<file path="src/rtl/mem_dump_tx_pkg.sv">
// Shared types and constants for the memory readback engine.
// Holds the FSM state encoding and the byte-selection helper used by the top.
package mem_dump_pkg;

    typedef enum logic [2:0] {
        S_IDLE = 3'd0,
        S_READ = 3'd1,
        S_WAIT = 3'd2,
        S_SEND = 3'd3,
        S_FIN  = 3'd4
    } state_t;

    localparam int FRAME_BITS     = 10;
    localparam int BYTES_PER_WORD = 4;

    // Pick byte idx of a word, byte 0 being the least significant.
    function automatic logic [7:0] word_byte(input logic [31:0] w, input logic [1:0] idx);
        case (idx)
            2'd0:    word_byte = w[7:0];
            2'd1:    word_byte = w[15:8];
            2'd2:    word_byte = w[23:16];
            default: word_byte = w[31:24];
        endcase
    endfunction

endpackage

</file>
<file path="src/rtl/mem_dump_tx_if.sv">
// Command and RAM-port bundle of the memory readback engine.
// The slave modport is the engine's view; master is the host/RAM side.
interface mem_dump_tx_if #(
    parameter int ADR_W = 14
);
    logic             start;
    logic [ADR_W-1:0] start_adr;
    logic [ADR_W:0]   word_cnt;
    logic             mem_ren;
    logic [ADR_W-1:0] mem_adr;
    logic [31:0]      mem_dat;
    logic             busy;
    logic             done;

    modport master (
        output start, start_adr, word_cnt, mem_dat,
        input  mem_ren, mem_adr, busy, done
    );

    modport slave (
        input  start, start_adr, word_cnt, mem_dat,
        output mem_ren, mem_adr, busy, done
    );
endinterface

</file>
<file path="src/rtl/mem_dump_tx_uart.sv">
// 8N1 UART byte transmitter with its own baud and bit counters.
// ready is also high in the final stop-bit cycle so frames can be chained gap-free.
module uart_tx_byte
    import mem_dump_pkg::*;
#(
    parameter int BAUD_DIV = 868
) (
    input  logic       clk,
    input  logic       rst_n,
    input  logic       send,
    input  logic [7:0] data,
    output logic       tx,
    output logic       ready
);
    localparam logic [15:0] BAUD_LAST = 16'(BAUD_DIV - 1);
    localparam logic [3:0]  STOP_IDX  = 4'(FRAME_BITS - 1);

    logic        active_r;
    logic [15:0] baud_cnt_r;
    logic [3:0]  bit_cnt_r;
    logic [8:0]  shift_r;
    logic        tx_r;
    logic        bit_end_s;
    logic        ready_s;

    // Bit boundary detection and readiness for the next byte.
    always_comb begin
        bit_end_s = active_r && (baud_cnt_r == BAUD_LAST);
        ready_s   = !active_r || (bit_end_s && (bit_cnt_r == STOP_IDX));
    end

    // Frame sequencer: start bit on accept, then data LSB first, then stop bit.
    always_ff @(posedge clk) begin
        if (!rst_n) begin
            active_r   <= 1'b0;
            baud_cnt_r <= 16'd0;
            bit_cnt_r  <= 4'd0;
            shift_r    <= 9'h1FF;
            tx_r       <= 1'b1;
        end else if (send && ready_s) begin
            active_r   <= 1'b1;
            baud_cnt_r <= 16'd0;
            bit_cnt_r  <= 4'd0;
            shift_r    <= {1'b1, data};
            tx_r       <= 1'b0;
        end else if (bit_end_s) begin
            baud_cnt_r <= 16'd0;
            if (bit_cnt_r == STOP_IDX) begin
                active_r <= 1'b0;
                tx_r     <= 1'b1;
            end else begin
                bit_cnt_r <= bit_cnt_r + 4'd1;
                tx_r      <= shift_r[0];
                shift_r   <= {1'b1, shift_r[8:1]};
            end
        end else if (active_r) begin
            baud_cnt_r <= baud_cnt_r + 16'd1;
        end
    end

    assign tx    = tx_r;
    assign ready = ready_s;
endmodule

</file>
<file path="src/rtl/mem_dump_tx.sv">
// Memory readback engine: reads a block of RAM words and streams them on a UART,
// four bytes per word, least significant byte first.
module mem_dump_tx
    import mem_dump_pkg::*;
#(
    parameter int BAUD_DIV = 868,
    parameter int ADR_W    = 14
) (
    input  logic            clk,
    input  logic            rst_n,
    mem_dump_tx_if.slave    bus,
    output logic            tx
);
    localparam logic [ADR_W-1:0] ADR_ONE = {{(ADR_W-1){1'b0}}, 1'b1};
    localparam logic [ADR_W:0]   CNT_ONE = {{ADR_W{1'b0}}, 1'b1};

    state_t           state_r;
    state_t           state_nxt;
    logic [31:0]      word_r;
    logic [1:0]       byte_idx_r;
    logic [ADR_W-1:0] adr_r;
    logic [ADR_W:0]   rem_r;
    logic             mem_ren_r;
    logic             busy_r;
    logic             done_r;
    logic [ADR_W-1:0] rd_adr_s;
    logic             last_byte_s;
    logic             uart_send_s;
    logic [7:0]       uart_data_s;
    logic             uart_ready_s;

    // Next-state and UART feed. Byte 0 comes straight from the RAM port so the
    // start bit begins the cycle after WAIT.
    always_comb begin
        state_nxt   = state_r;
        uart_send_s = 1'b0;
        uart_data_s = 8'h00;
        last_byte_s = (byte_idx_r == 2'd3);
        if (state_r == S_IDLE) begin
            rd_adr_s = bus.start_adr;
        end else begin
            rd_adr_s = adr_r + ADR_ONE;
        end
        case (state_r)
            S_IDLE: begin
                if (bus.start) begin
                    state_nxt = (bus.word_cnt != '0) ? S_READ : S_FIN;
                end else begin
                    state_nxt = S_IDLE;
                end
            end
            S_READ: state_nxt = S_WAIT;
            S_WAIT: begin
                state_nxt   = S_SEND;
                uart_send_s = 1'b1;
                uart_data_s = bus.mem_dat[7:0];
            end
            S_SEND: begin
                if (uart_ready_s) begin
                    if (last_byte_s) begin
                        state_nxt = (rem_r == CNT_ONE) ? S_FIN : S_READ;
                    end else begin
                        uart_send_s = 1'b1;
                        uart_data_s = word_byte(word_r, byte_idx_r + 2'd1);
                    end
                end else begin
                    state_nxt = S_SEND;
                end
            end
            S_FIN:   state_nxt = S_IDLE;
            default: state_nxt = S_IDLE;
        endcase
    end

    // State, datapath registers and registered outputs.
    always_ff @(posedge clk) begin
        if (!rst_n) begin
            state_r    <= S_IDLE;
            word_r     <= 32'd0;
            byte_idx_r <= 2'd0;
            adr_r      <= '0;
            rem_r      <= '0;
            mem_ren_r  <= 1'b0;
            busy_r     <= 1'b0;
            done_r     <= 1'b0;
        end else begin
            state_r   <= state_nxt;
            mem_ren_r <= (state_nxt == S_READ);
            busy_r    <= (state_nxt != S_IDLE);
            done_r    <= (state_nxt == S_FIN);
            // Address advances (and wraps) only when a read is issued.
            if (state_nxt == S_READ) begin
                adr_r <= rd_adr_s;
            end
            if ((state_r == S_IDLE) && bus.start) begin
                rem_r <= bus.word_cnt;
            end else if ((state_r == S_SEND) && uart_ready_s && last_byte_s) begin
                rem_r <= rem_r - CNT_ONE;
            end
            if (state_r == S_WAIT) begin
                word_r     <= bus.mem_dat;
                byte_idx_r <= 2'd0;
            end else if ((state_r == S_SEND) && uart_ready_s && !last_byte_s) begin
                byte_idx_r <= byte_idx_r + 2'd1;
            end
        end
    end

    uart_tx_byte #(.BAUD_DIV(BAUD_DIV)) u_uart (
        .clk   (clk),
        .rst_n (rst_n),
        .send  (uart_send_s),
        .data  (uart_data_s),
        .tx    (tx),
        .ready (uart_ready_s)
    );

    assign bus.mem_ren = mem_ren_r;
    assign bus.mem_adr = adr_r;
    assign bus.busy    = busy_r;
    assign bus.done    = done_r;
endmodule

</file>
<file path="src/flat_wrapper.sv">
// flat-port wrapper written by rule: the top's interface ports become plain ports
module mem_dump_tx_flat import mem_dump_pkg::*;
#(
    parameter int BAUD_DIV = 868,
    parameter int ADR_W    = 14
)
  (clk, rst_n, tx, bus_start, bus_start_adr, bus_word_cnt, bus_mem_dat, bus_mem_ren, bus_mem_adr, bus_busy, bus_done);
  mem_dump_tx_if #(.ADR_W(ADR_W)) bus_i ();
  input  logic clk;
  input  logic rst_n;
  output logic tx;
  input wire logic [$bits(bus_i.start)-1:0] bus_start;
  input wire logic [$bits(bus_i.start_adr)-1:0] bus_start_adr;
  input wire logic [$bits(bus_i.word_cnt)-1:0] bus_word_cnt;
  input wire logic [$bits(bus_i.mem_dat)-1:0] bus_mem_dat;
  output wire logic [$bits(bus_i.mem_ren)-1:0] bus_mem_ren;
  output wire logic [$bits(bus_i.mem_adr)-1:0] bus_mem_adr;
  output wire logic [$bits(bus_i.busy)-1:0] bus_busy;
  output wire logic [$bits(bus_i.done)-1:0] bus_done;
  assign bus_i.start = bus_start;
  assign bus_i.start_adr = bus_start_adr;
  assign bus_i.word_cnt = bus_word_cnt;
  assign bus_i.mem_dat = bus_mem_dat;
  assign bus_mem_ren = bus_i.mem_ren;
  assign bus_mem_adr = bus_i.mem_adr;
  assign bus_busy = bus_i.busy;
  assign bus_done = bus_i.done;
  mem_dump_tx #(.BAUD_DIV(BAUD_DIV), .ADR_W(ADR_W)) u_core (.clk(clk), .rst_n(rst_n), .bus(bus_i), .tx(tx));
endmodule
</file>
<file path="config.mk">
export PLATFORM = sky130hd
export DESIGN_NAME = mem_dump_tx_flat
export DESIGN_NICKNAME = d
export VERILOG_FILES = /design/src/rtl/mem_dump_tx_pkg.sv /design/src/rtl/mem_dump_tx_if.sv /design/src/rtl/mem_dump_tx_uart.sv /design/src/rtl/mem_dump_tx.sv /design/src/flat_wrapper.sv
export SDC_FILE = /design/constraint.sdc
export NUM_CORES = 1
export LEC_CHECK = 0
export CORE_MARGIN = 2
export CORE_UTILIZATION = 52
export DETAILED_ROUTE_END_ITERATION = 7
export PLACE_DENSITY = 0.78
export SKIP_CTS_REPAIR_TIMING = 1
export SLEW_MARGIN = 20
export SYNTH_ARGS = -nofsm -noshare
export SYNTH_HDL_FRONTEND = slang
export SYNTH_SLANG_ARGS = --single-unit
</file>
<file path="constraint.sdc">
create_clock -name clk -period 7.6 [get_ports clk]
set_input_delay 0.76 -clock clk [delete_from_list [all_inputs] [get_ports clk]]
set_output_delay 0.76 -clock clk [all_outputs]
set_load 0.1 [all_outputs]
</file>
==> out/results.ini <==
[global_route]
grt_use_total_pct = 23.35
grt_first_pass_wirelength_mm = 19.64
grt.overflow.total = 0
first_global_vias = 4412
grt_max_degree = 58
initial_antenna_violation_count = 0

[timing]
timing.fmax_mhz = 296.6
period_needed_ps = 3372
worst_hold_slack_ps = 465.5
normalized_max_slew_margin_pct = 34.73
timing_worst_slew_pin_value_ps = 976.0
final.setup.tns_ps = 0
largest_clock_skew_in_the_final_design_ps = 18.53
final_hold_viol_count = 0
timing.final.max_slew_violations = 0
period_share_pct = 44.37
timing.final.setup_violations = 0
grt_setup_unrepaired = no

[power_and_ir_drop]
leakagePower_nw = 2.018
ir_drop_mv = 0.1013
powerDensity_nw_per_um2 = 207.3
p_total_mw = 1.231

[cells_and_area]
layout.cells.most_common = sky130_fd_sc_hd__nand2_1
post_route_cells_drive_above_1_share_pct = 5.630
finish.instance_area_um2 = 5938
postLayoutCoreUtil_pct = 64.57
fin_nets = 745
flow.area_growth_from_synthesis_pct = 21.38
layout.filler_cells = 808
num_antenna_cells = 0
most_used_cells_in_the_layout_excluding_fill_and_tap_cells = 112 x sky130_fd_sc_hd__nand2_1, 99 x sky130_fd_sc_hd__dfxtp_1, 81 x sky130_fd_sc_hd__clkdlybuf4s50_1

[cts]
cts.clk_slew.worst_paths_ps = 110
cts_sinks = 99
clk_root_buffer_cell = sky130_fd_sc_hd__clkbuf_8
clock_latency_ps = 370
tritoncts_clock_tree = yes
numCtsBuffers = 9
cts-htree-levels = 3
clk_path_buf_depth = 2

[synthesis]
synthesis.nets = 684
average_cell_area_after_synthesis_um2 = 8.033
synthesis.yosys.warnings = 0
ys_ff_latch = 99
most_used_flip_flop_cell_after_synthesis = sky130_fd_sc_hd__dfxtp_1
synth-edff-count = 0
synth_cell_type_count = 62
ys_seq_area_share_pct = 40.51
syn-cell-area_um2 = 4892
ffs_w_async_s_r_synth_pct = 0
synthesis.instances = 609

[drt]
route.final.wire_length_mm = 11.68
drt_pre_antenna_iters = 5
drc = 0
avgRoutedWirePerCell_um = 14.85
dr_total_vias = 4697
detail-route-antenna-nets = 0
via_density = 5.976
drt_iter0_markers = 254

[run]
drv_cap = 0

[floorplanning]
die_w_um = 101.0
number_of_i_o_pins = 82
rows = 35
design.die.area_um2 = 10200
core_area_um2 = 9196
fp.dieH_um = 101.0
initial_core_util_pct = 53.20

[place]
place_hpwl_mm = 8.311
postPlaceCellArea_um2 = 5737
finalWeightedCongestion = 0.8095
port_buffers = 81

[worst_setup_path]
worst_r2r_startpoint = u_core.u_uart.baud_cnt_r[7]
cp_slowest_cell = sky130_fd_sc_hd__or4_1
cp-startpoint = u_core.u_uart.baud_cnt_r[7]
critPathKind = flip-flop to flip-flop
timing.critical_path.slowest_cell_delay_ps = 690
path_cells = or4_1 -> or4_1 -> nor4_1 -> or4_1 -> or2_1 -> o221a_2
critPathRequiredTime_ps = 7900
crit_path_start_kind = flip-flop
endpoint_kind = flip-flop
cp_common_cell = sky130_fd_sc_hd__or4_1
cp.arrival_ps = 3680
cp_max_fo = 19

[status]
outcome = finished clean

[hold_path]
worst_hold_class = flip-flop to flip-flop
hold_path.startpoint = u_core.word_r[31]

report_power, final:
part	switching (mW)	internal [mW]
clock network	0.200	0.128
registers	0.0358	0.556
logic	0.201	0.110
total	0.437	0.794
layer usage:
layer | share of wire, % | wire length [µm] | global-route usage (%) | up-vias
met4 | 1.1 | 128 | 8.212 | 0
met3 | 5.4 | 625 | 3.329 | 11
met2 | 48 | 5655 | 40.15 | 134
met1 | 45 | 5267 | 29.90 | 2233
met5 | 0 | 0 | 0 | -
li1 | - | - | - | 2319
state kept, by name (all words and copies together) (netlist names):
signal,cells
u_core.state_r,3
u_core.bus.mem_adr,14
u_core.u_uart.bit_cnt_r,4
u_core.bus.done,1
u_core.u_uart.tx,1
u_core.u_uart.active_r,1
u_core.rem_r,15
u_core.bus.busy,1
u_core.bus.mem_ren,1
u_core.byte_idx_r,2
u_core.u_uart.shift_r,8
u_core.u_uart.baud_cnt_r,16
u_core.word_r,32
worst paths after layout:
check | depth (start not counted) | end | slack, ps
worst max-delay path | 6 | u_core.bus.mem_adr[10] | 4230
worst min-delay path | 2 | u_core.word_r[31] | 470
worst max register to register | 6 | u_core.bus.mem_adr[10] | 4230
worst min register to register | 2 | u_core.word_r[31] | 470
final cells by class:
cell class | instances | area (µm²) | area share, %
clock buffer | 9 | 123.9 | 2.086
clock inverter | 7 | 67.56 | 1.138
inverter | 11 | 41.29 | 0.6953
multi-input combinational | 462 | 2729 | 45.95
sequential | 99 | 1982 | 33.38
tap | 111 | 138.9 | 2.339
timing repair buffer | 87 | 855.8 | 14.41
cell families after synthesis:
family | count (synthesis) | share of synthesized area [%]
muxes | 12 | 2.481
adders and majority gates | 11 | 2.813
DFF | 99 | 40.51
buffers and inverters | 48 | 3.913
AOI/OAI and AO/OA | 150 | 20.49
xor gates and xnor gates | 24 | 4.297
and+or+nand+nor | 265 | 25.50
synthesized netlist by cell type, drive strengths merged (5+ instances only):
master  instances  area, µm²
mux2i          11      110.1
nand2         112      420.4
a222oi          8      80.08
dfxtp          99       1982
xnor2          11      96.34
or4             9      71.32
nand3          14      70.07
o311ai          9      78.83
inv            11      41.29
nor4           11      83.83
and3            7      43.79
nand4           9      56.30
o21ai          19      98.85
buf             6      33.78
a21oi          62      317.8
nor2           62      235.2
xor2           13      113.9
clkbuf         31      116.4
a22oi           5      37.54
a32oi           7      61.31
nor3           21      105.1
o31ai          10      85.08
ha             11      137.6
critical path, delay by kind of cell, from the launching register on:
| kind | cells | cell delay (ps) |
|---|---|---|
| simple gates | 5 | 2710 |
| flops | 1 | 340 |
| compound gates | 1 | 270 |
metrics by stage:
step | instances | setup slack, ps
6_report | 786 | 4228
5_1_grt | 786 | 3990
4_1_cts | 785 | 4261
3_5_place_dp | 769 | 4035
3_3_place_gp | 769 | 4066
2_1_floorplan | 609 | 4973
Note: power is estimated with default switching activity, not from simulation.
